### src/rtl/snake_pkg.sv
// Shared constants and types for the key command encoder.
package snake_pkg;

  localparam int unsigned NUM_KEYS = 6;
  localparam int unsigned CODE_W   = 3;

  // Command codes equal the key index on key_db.
  localparam logic [CODE_W-1:0] CMD_UP    = 3'd0;
  localparam logic [CODE_W-1:0] CMD_DOWN  = 3'd1;
  localparam logic [CODE_W-1:0] CMD_LEFT  = 3'd2;
  localparam logic [CODE_W-1:0] CMD_RIGHT = 3'd3;
  localparam logic [CODE_W-1:0] CMD_START = 3'd4;
  localparam logic [CODE_W-1:0] CMD_CLEAR = 3'd5;

  // One queued command: auto-repeat flag plus key code.
  typedef struct packed {
    logic              rpt;
    logic [CODE_W-1:0] code;
  } cmd_t;

  typedef enum logic [1:0] {
    RPT_IDLE   = 2'd0,
    RPT_DELAY  = 2'd1,
    RPT_REPEAT = 2'd2
  } rpt_state_e;

endpackage

### src/rtl/cmd_fifo.sv
// Command FIFO with first-word fall-through head; DEPTH must be a power of two.
module cmd_fifo #(
  parameter int unsigned DEPTH  = 4,
  parameter int unsigned DATA_W = 4
) (
  input  logic              clk,
  input  logic              rst,
  input  logic              push,
  input  logic [DATA_W-1:0] push_data,
  input  logic              pop,
  output logic              full_c,
  output logic              valid_c,
  output logic [DATA_W-1:0] head_c
);

  localparam int unsigned PTR_W = (DEPTH > 1) ? $clog2(DEPTH) : 1;
  localparam int unsigned CNT_W = PTR_W + 1;

  logic [DATA_W-1:0] mem_q [DEPTH];
  logic [PTR_W-1:0]  wr_ptr_q, wr_ptr_d;
  logic [PTR_W-1:0]  rd_ptr_q, rd_ptr_d;
  logic [CNT_W-1:0]  count_q, count_d;
  logic              do_push_c, do_pop_c;

  // Status decode and pointer/count update; push while full only with a pop.
  always_comb begin
    full_c    = (count_q == CNT_W'(DEPTH));
    valid_c   = (count_q != '0);
    do_pop_c  = pop & valid_c;
    do_push_c = push & (~full_c | do_pop_c);
    wr_ptr_d  = do_push_c ? wr_ptr_q + PTR_W'(1) : wr_ptr_q;
    rd_ptr_d  = do_pop_c  ? rd_ptr_q + PTR_W'(1) : rd_ptr_q;
    count_d   = count_q;
    if (do_push_c && !do_pop_c) begin
      count_d = count_q + CNT_W'(1);
    end else if (!do_push_c && do_pop_c) begin
      count_d = count_q - CNT_W'(1);
    end
    head_c = valid_c ? mem_q[rd_ptr_q] : '0;
  end

  // Pointer and count registers.
  always_ff @(posedge clk) begin
    if (rst) begin
      wr_ptr_q <= '0;
      rd_ptr_q <= '0;
      count_q  <= '0;
    end else begin
      wr_ptr_q <= wr_ptr_d;
      rd_ptr_q <= rd_ptr_d;
      count_q  <= count_d;
    end
  end

  // Storage array; contents are don't-care until written, head is masked when empty.
  always_ff @(posedge clk) begin
    if (do_push_c) begin
      mem_q[wr_ptr_q] <= push_data;
    end
  end

endmodule

### src/rtl/key_cmd_encoder.sv
// Turns debounced active-low key presses into queued commands.
// Optional auto-repeat of direction keys is built when KEY_REPEAT_EN is defined.
module key_cmd_encoder
  import snake_pkg::*;
#(
  parameter int unsigned REPEAT_DELAY  = 12500000,
  parameter int unsigned REPEAT_PERIOD = 2500000,
  parameter int unsigned FIFO_DEPTH    = 4
) (
  input  logic       pixel_clk,
  input  logic       sys_rst,
  input  logic [5:0] key_db,
  output logic       cmd_valid,
  input  logic       cmd_ready,
  output logic [2:0] cmd_code,
  output logic       cmd_rpt
);

  logic [NUM_KEYS-1:0] key_prev_q, key_prev_d;
  logic                first_q, first_d;
  logic [NUM_KEYS-1:0] pending_q, pending_d;
  logic [NUM_KEYS-1:0] pending_rpt_q, pending_rpt_d;
  logic [NUM_KEYS-1:0] press_c;
  logic [NUM_KEYS-1:0] rpt_evt_c;
  logic [CODE_W-1:0]   sel_c;
  logic                sel_any_c;
  logic                push_c, pop_c;
  logic                fifo_full_c, fifo_valid_c;
  cmd_t                push_cmd_c, head_c;

  // Edge detect; the first cycle after reset only resamples so held keys are ignored.
  always_comb begin
    key_prev_d = key_db;
    first_d    = 1'b0;
    press_c    = first_q ? '0 : (key_prev_q & ~key_db);
  end

  // Key history registers.
  always_ff @(posedge pixel_clk) begin
    if (sys_rst) begin
      key_prev_q <= '1;
      first_q    <= 1'b1;
    end else begin
      key_prev_q <= key_prev_d;
      first_q    <= first_d;
    end
  end

`ifdef KEY_REPEAT_EN
  localparam int unsigned CNT_MAX = (REPEAT_DELAY > REPEAT_PERIOD) ? REPEAT_DELAY : REPEAT_PERIOD;
  localparam int unsigned CNT_W   = (CNT_MAX > 2) ? $clog2(CNT_MAX) : 1;

  rpt_state_e        state_q, state_d;
  logic [CODE_W-1:0] rpt_key_q, rpt_key_d;
  logic [CNT_W-1:0]  cnt_q, cnt_d;
  logic              dir_press_c;
  logic [CODE_W-1:0] dir_idx_c;

  // Repeat FSM: new direction press restarts, release wins over expiry.
  always_comb begin
    state_d     = state_q;
    rpt_key_d   = rpt_key_q;
    cnt_d       = (cnt_q == '1) ? cnt_q : cnt_q + CNT_W'(1);
    rpt_evt_c   = '0;
    dir_press_c = 1'b0;
    dir_idx_c   = '0;
    for (int i = int'(CMD_RIGHT); i >= 0; i--) begin
      if (press_c[i]) begin
        dir_press_c = 1'b1;
        dir_idx_c   = CODE_W'(i);
      end
    end
    if (dir_press_c) begin
      state_d   = RPT_DELAY;
      rpt_key_d = dir_idx_c;
      cnt_d     = '0;
    end else if (state_q != RPT_IDLE && key_db[rpt_key_q]) begin
      state_d = RPT_IDLE;
      cnt_d   = '0;
    end else begin
      case (state_q)
        RPT_IDLE: begin
          cnt_d = '0;
        end
        RPT_DELAY: begin
          if (cnt_q == CNT_W'(REPEAT_DELAY - 1)) begin
            rpt_evt_c[rpt_key_q] = 1'b1;
            cnt_d                = '0;
            state_d              = RPT_REPEAT;
          end
        end
        RPT_REPEAT: begin
          if (cnt_q == CNT_W'(REPEAT_PERIOD - 1)) begin
            rpt_evt_c[rpt_key_q] = 1'b1;
            cnt_d                = '0;
          end
        end
        default: begin
          state_d = RPT_IDLE;
          cnt_d   = '0;
        end
      endcase
    end
  end

  // Repeat FSM state register.
  always_ff @(posedge pixel_clk) begin
    if (sys_rst) begin
      state_q   <= RPT_IDLE;
      rpt_key_q <= '0;
      cnt_q     <= '0;
    end else begin
      state_q   <= state_d;
      rpt_key_q <= rpt_key_d;
      cnt_q     <= cnt_d;
    end
  end
`else
  // No auto-repeat: only fresh presses generate events.
  always_comb begin
    rpt_evt_c = '0;
  end
`endif

  // Pending set: lowest index drains into the FIFO, new events merge into held bits.
  always_comb begin
    sel_c     = '0;
    sel_any_c = 1'b0;
    for (int i = NUM_KEYS - 1; i >= 0; i--) begin
      if (pending_q[i]) begin
        sel_any_c = 1'b1;
        sel_c     = CODE_W'(i);
      end
    end
    pop_c           = fifo_valid_c & cmd_ready;
    push_c          = sel_any_c & (~fifo_full_c | pop_c);
    push_cmd_c.rpt  = pending_rpt_q[sel_c];
    push_cmd_c.code = sel_c;
    pending_d       = pending_q;
    pending_rpt_d   = pending_rpt_q;
    if (push_c) begin
      pending_d[sel_c] = 1'b0;
    end
    for (int i = 0; i < NUM_KEYS; i++) begin
      if (press_c[i]) begin
        pending_d[i]     = 1'b1;
        pending_rpt_d[i] = 1'b0;
      end else if (rpt_evt_c[i] && !pending_d[i]) begin
        pending_d[i]     = 1'b1;
        pending_rpt_d[i] = 1'b1;
      end
    end
  end

  // Pending registers.
  always_ff @(posedge pixel_clk) begin
    if (sys_rst) begin
      pending_q     <= '0;
      pending_rpt_q <= '0;
    end else begin
      pending_q     <= pending_d;
      pending_rpt_q <= pending_rpt_d;
    end
  end

  cmd_fifo #(
    .DEPTH  (FIFO_DEPTH),
    .DATA_W ($bits(cmd_t))
  ) u_fifo (
    .clk       (pixel_clk),
    .rst       (sys_rst),
    .push      (push_c),
    .push_data (push_cmd_c),
    .pop       (pop_c),
    .full_c    (fifo_full_c),
    .valid_c   (fifo_valid_c),
    .head_c    (head_c)
  );

  // Head of FIFO drives the command port; rpt stays 0 when repeat is not built.
  always_comb begin
    cmd_valid = fifo_valid_c;
    cmd_code  = head_c.code;
    cmd_rpt   = head_c.rpt;
  end

endmodule

### config.mk
export PLATFORM = sky130hd
export DESIGN_NAME = key_cmd_encoder
export DESIGN_NICKNAME = d
export VERILOG_FILES = /design/src/rtl/snake_pkg.sv /design/src/rtl/cmd_fifo.sv /design/src/rtl/key_cmd_encoder.sv
export SDC_FILE = /design/constraint.sdc
export NUM_CORES = 1
export LEC_CHECK = 0
export ABC_AREA = 1
export CORE_MARGIN = 2
export CORE_UTILIZATION = 26
export CTS_CLUSTER_DIAMETER = 150
export CTS_CLUSTER_SIZE = 8
export DETAILED_ROUTE_END_ITERATION = 7
export GPL_ROUTABILITY_DRIVEN = 1
export PLACE_DENSITY = 0.49
export SLEW_MARGIN = 10
export SYNTH_ARGS = -nofsm -noshare
export SYNTH_HDL_FRONTEND = slang
export SYNTH_SLANG_ARGS = --single-unit
### constraint.sdc
create_clock -name pixel_clk -period 2.13 [get_ports pixel_clk]
set_input_delay 0.426 -clock pixel_clk [delete_from_list [all_inputs] [get_ports pixel_clk]]
set_output_delay 0.426 -clock pixel_clk [all_outputs]
set_load 0.01 [all_outputs]
==> results of run 1 <==
==> critical path, cell delays in order, from the launching register on <==
cell and delay [ns]:
dfxtp_1 0.37, inv_1 0.09, nor2_1 0.09, o21ai_0 0.08
a21oi_1 0.12, clkdlybuf4s50_1 0.55
==> cells by family (layout without fill, tap and decap cells) <==
kind of cell | Yosys count | in the layout | share of synthesized area
flops | 34 | 34 | 0.536
other cells | 1 | 1 | 0.00251
simple gates | 73 | 73 | 0.214
buf+inv | 35 | 60 | 0.0981
fa+ha+maj | 6 | 6 | 0.0553
xor+xnor | 1 | 1 | 0.00587
compound gates | 26 | 26 | 0.0880
==> per-stage QoR <==
| stage | power [mW] | area (um^2) | std cells | setup TNS [ns] |
|---|---|---|---|---|
| floorplan | 1.28 | 1490 | 176 | 0 |
| global placement | 1.56 | 1740 | 265 | -0.290 |
| detailed placement | 1.56 | 1740 | 265 | -0.333 |
| CTS | 2.26 | 1870 | 273 | 0 |
| global route | 2.39 | 1880 | 273 | 0 |
| finish | 2.22 | 1880 | 273 | 0 |
==> cell type report <==
type | instances | share of cell area
well taps | 72 | 0.0480
repair buffers | 20 | 0.0986
multi-input cells | 107 | 0.292
inverters | 32 | 0.0640
clock buffers | 5 | 0.0366
flip-flops and latches | 34 | 0.427
clock inverters | 3 | 0.0340
==> registers in the layout, indices dropped and copies added, names as in the netlist, named ones only <==
| name | flops |
|---|---|
| u_fifo.mem_q | 12 |
| u_fifo.wr_ptr_q | 2 |
| u_fifo.rd_ptr_q | 2 |
| pending_q | 6 |
| u_fifo.count_q | 3 |
| key_prev_q | 6 |
| first_q | 1 |
==> power by group <==
group	switching, mW	internal [mW]
sequential	0.0697	0.798
combinational	0.358	0.306
clock	0.226	0.463
==> cell usage after synthesis <==
cell and count:
a21oi_1 10, buf_4 2, buf_6 1, conb_1 1, dfxtp_1 22, edfxtp_1 12, fa_1 1, ha_1 5
inv_1 30, inv_2 2, nand2_1 27, nand2_2 1, nand2_4 1, nand3_1 6, nand4_1 4, nor2_1 29
nor2_2 1, nor2_4 1, o21ai_0 13, o21ai_1 2, o22ai_1 1, or2_0 1, or2_2 2, xor2_1 1
==> per-layer routing <==
| metal | up-vias | GRT usage | wire length, um |
|---|---|---|---|
| li1 | 600 | - | - |
| met1 | 459 | 0.110 | 1180 |
| met2 | 24 | 0.147 | 1070 |
| met3 | 8 | 0.0385 | 139 |
| met4 | 0 | 0.0492 | 61 |
| met5 | - | 0 | 0 |
==> cells in the final DEF (no fill, tap or decap), drive strengths merged <==
| cell type | synthesis | final |
|---|---|---|
| inv | 32 | 32 |
| nor2 | 31 | 31 |
| nand2 | 29 | 29 |
| dfxtp | 22 | 22 |
| o21ai | 15 | 15 |
| edfxtp | 12 | 12 |
| a21oi | 10 | 10 |
| clkdlybuf4s50 | 0 | 10 |
| buf | 3 | 8 |
| nand3 | 6 | 6 |
| ha | 5 | 5 |
| clkbuf | 0 | 5 |
| nand4 | 4 | 4 |
| or2 | 3 | 3 |
| bufinv | 0 | 2 |
| dlymetal6s2s | 0 | 2 |
| o22ai | 1 | 1 |
| xor2 | 1 | 1 |
| fa | 1 | 1 |
| conb | 1 | 1 |
| clkinv | 0 | 1 |
==> worst paths after layout <==
kind                                         from           endpoint  slack (ns)
worst max-delay path                    flip-flop        cmd_code[0]        0.12
worst min register to register      key_prev_q[0]       pending_q[0]        0.44
worst min-delay path                key_prev_q[0]       pending_q[0]        0.44
worst max register to register  u_fifo.count_q[0]  u_fifo.count_q[2]        0.25
==> out/results.ini, run 1 <==
[sta]
setup-violations-final = 0
hold_slack_ns = 0.439
setup_slack_ns = 0.122
clock.fmax_mhz = 498
finalMaxSlewViolations = 0
hold_viol = 0
grt_setup_unrepaired = no
final.min_clock_period_ns = 2.01
clock-skew-final_ns = 0.00403
finalCritPeriodShare = 0.943

[finish]
layout.nets = 215
multiInputGateArea_um2 = 548
regArea_um2 = 802
fin_util = 0.339
drive_gt1_frac = 0.124
n_fill_cell = 609
diodes = 0
area_delta_synth_final_pct = 25.8

[yosys]
synth_area_leaders = dfxtp_1, edfxtp_1, inv_1
yosys_warnings = 0
ys_seq_area_frac = 0.536
synthesis.instances = 176
syn_nets = 191
netlist.area_leader.share = 0.295
yosysTopAreaCell = dfxtp_1
synth_seq_cells = 34
ys_types = 24
avgSynthCellArea_um2 = 8.48
syn_area_um2 = 1490

[drt]
wirelength_um = 2450
viasPerCell = 4.00
drt_iter0_drc = 86
drtAntennaViolNets = 0
vias = 1091
drc_errors = 0
dr.pass1.iters = 4
wl_per_cell_um = 8.98

[floorplanning]
ios = 14
dieArea_um2 = 6360
rows = 27
initial_core_util = 0.269
die_w_um = 79.8
die_height_um = 79.8
core_um2 = 5540

[setup_path]
cp_max_fo = 4
cp.arrival_ns = 1.58
end_kind = output port
setup.worst_path.class = flip-flop to output port
worst_setup_path_start_kind = flip-flop
rr_worst_depth = 13
worstPathRequired_ns = 1.70

[clock_tree]
cts_sinks = 34
htree_levels = 2
cts_tree = yes
clockBufferDepth = 2
cts_root_buf = clkbuf_8
numCtsBuffers = 5
hold_buffers = 0
cts-resized-gates = 0
post_cts_buffers = 0
clk_pin_slew_ns = 0.07
insertion_delay_ns = 0.28

[status]
status = finished clean

[pwr]
powerDensity_nw_per_um2 = 1180
leakagePower_nw = 0.844
vdd_drop_max_v = 0.000391

[global_route]
grt_overflow_total = 0
grt_max_degree = 16
grt_pass1_vias = 1064
track_usage = 0.0940
grt_pass1_wl_um = 4510
antenna_found_initial = 0

[place]
io_buffer_count = 12
dp_worst_setup_slack_ns = -0.242
gp_congestion = 0.796
place_hpwl_um = 1910

[worst_hold_path]
worstHoldPathCells = 2
hold_path.class = flip-flop to flip-flop

[job]
drv_cap = 0

Note: power is estimated with default switching activity, not from simulation.
==> inputs of run 2 (changes only) <==
--- a/config.mk
+++ b/config.mk
@@ -6,12 +6,14 @@
 export NUM_CORES = 1
 export LEC_CHECK = 0
 export ABC_AREA = 1
+export ABC_CLOCK_PERIOD_IN_PS = 2130
 export CORE_MARGIN = 2
 export CORE_UTILIZATION = 26
 export CTS_CLUSTER_DIAMETER = 150
 export CTS_CLUSTER_SIZE = 8
 export DETAILED_ROUTE_END_ITERATION = 7
 export GPL_ROUTABILITY_DRIVEN = 1
+export GPL_TIMING_DRIVEN = 1
 export PLACE_DENSITY = 0.49
 export SLEW_MARGIN = 10
 export SYNTH_ARGS = -nofsm -noshare
==> results of run 2 <==
Final layout, timing and power as in run 1 (identical DEF).
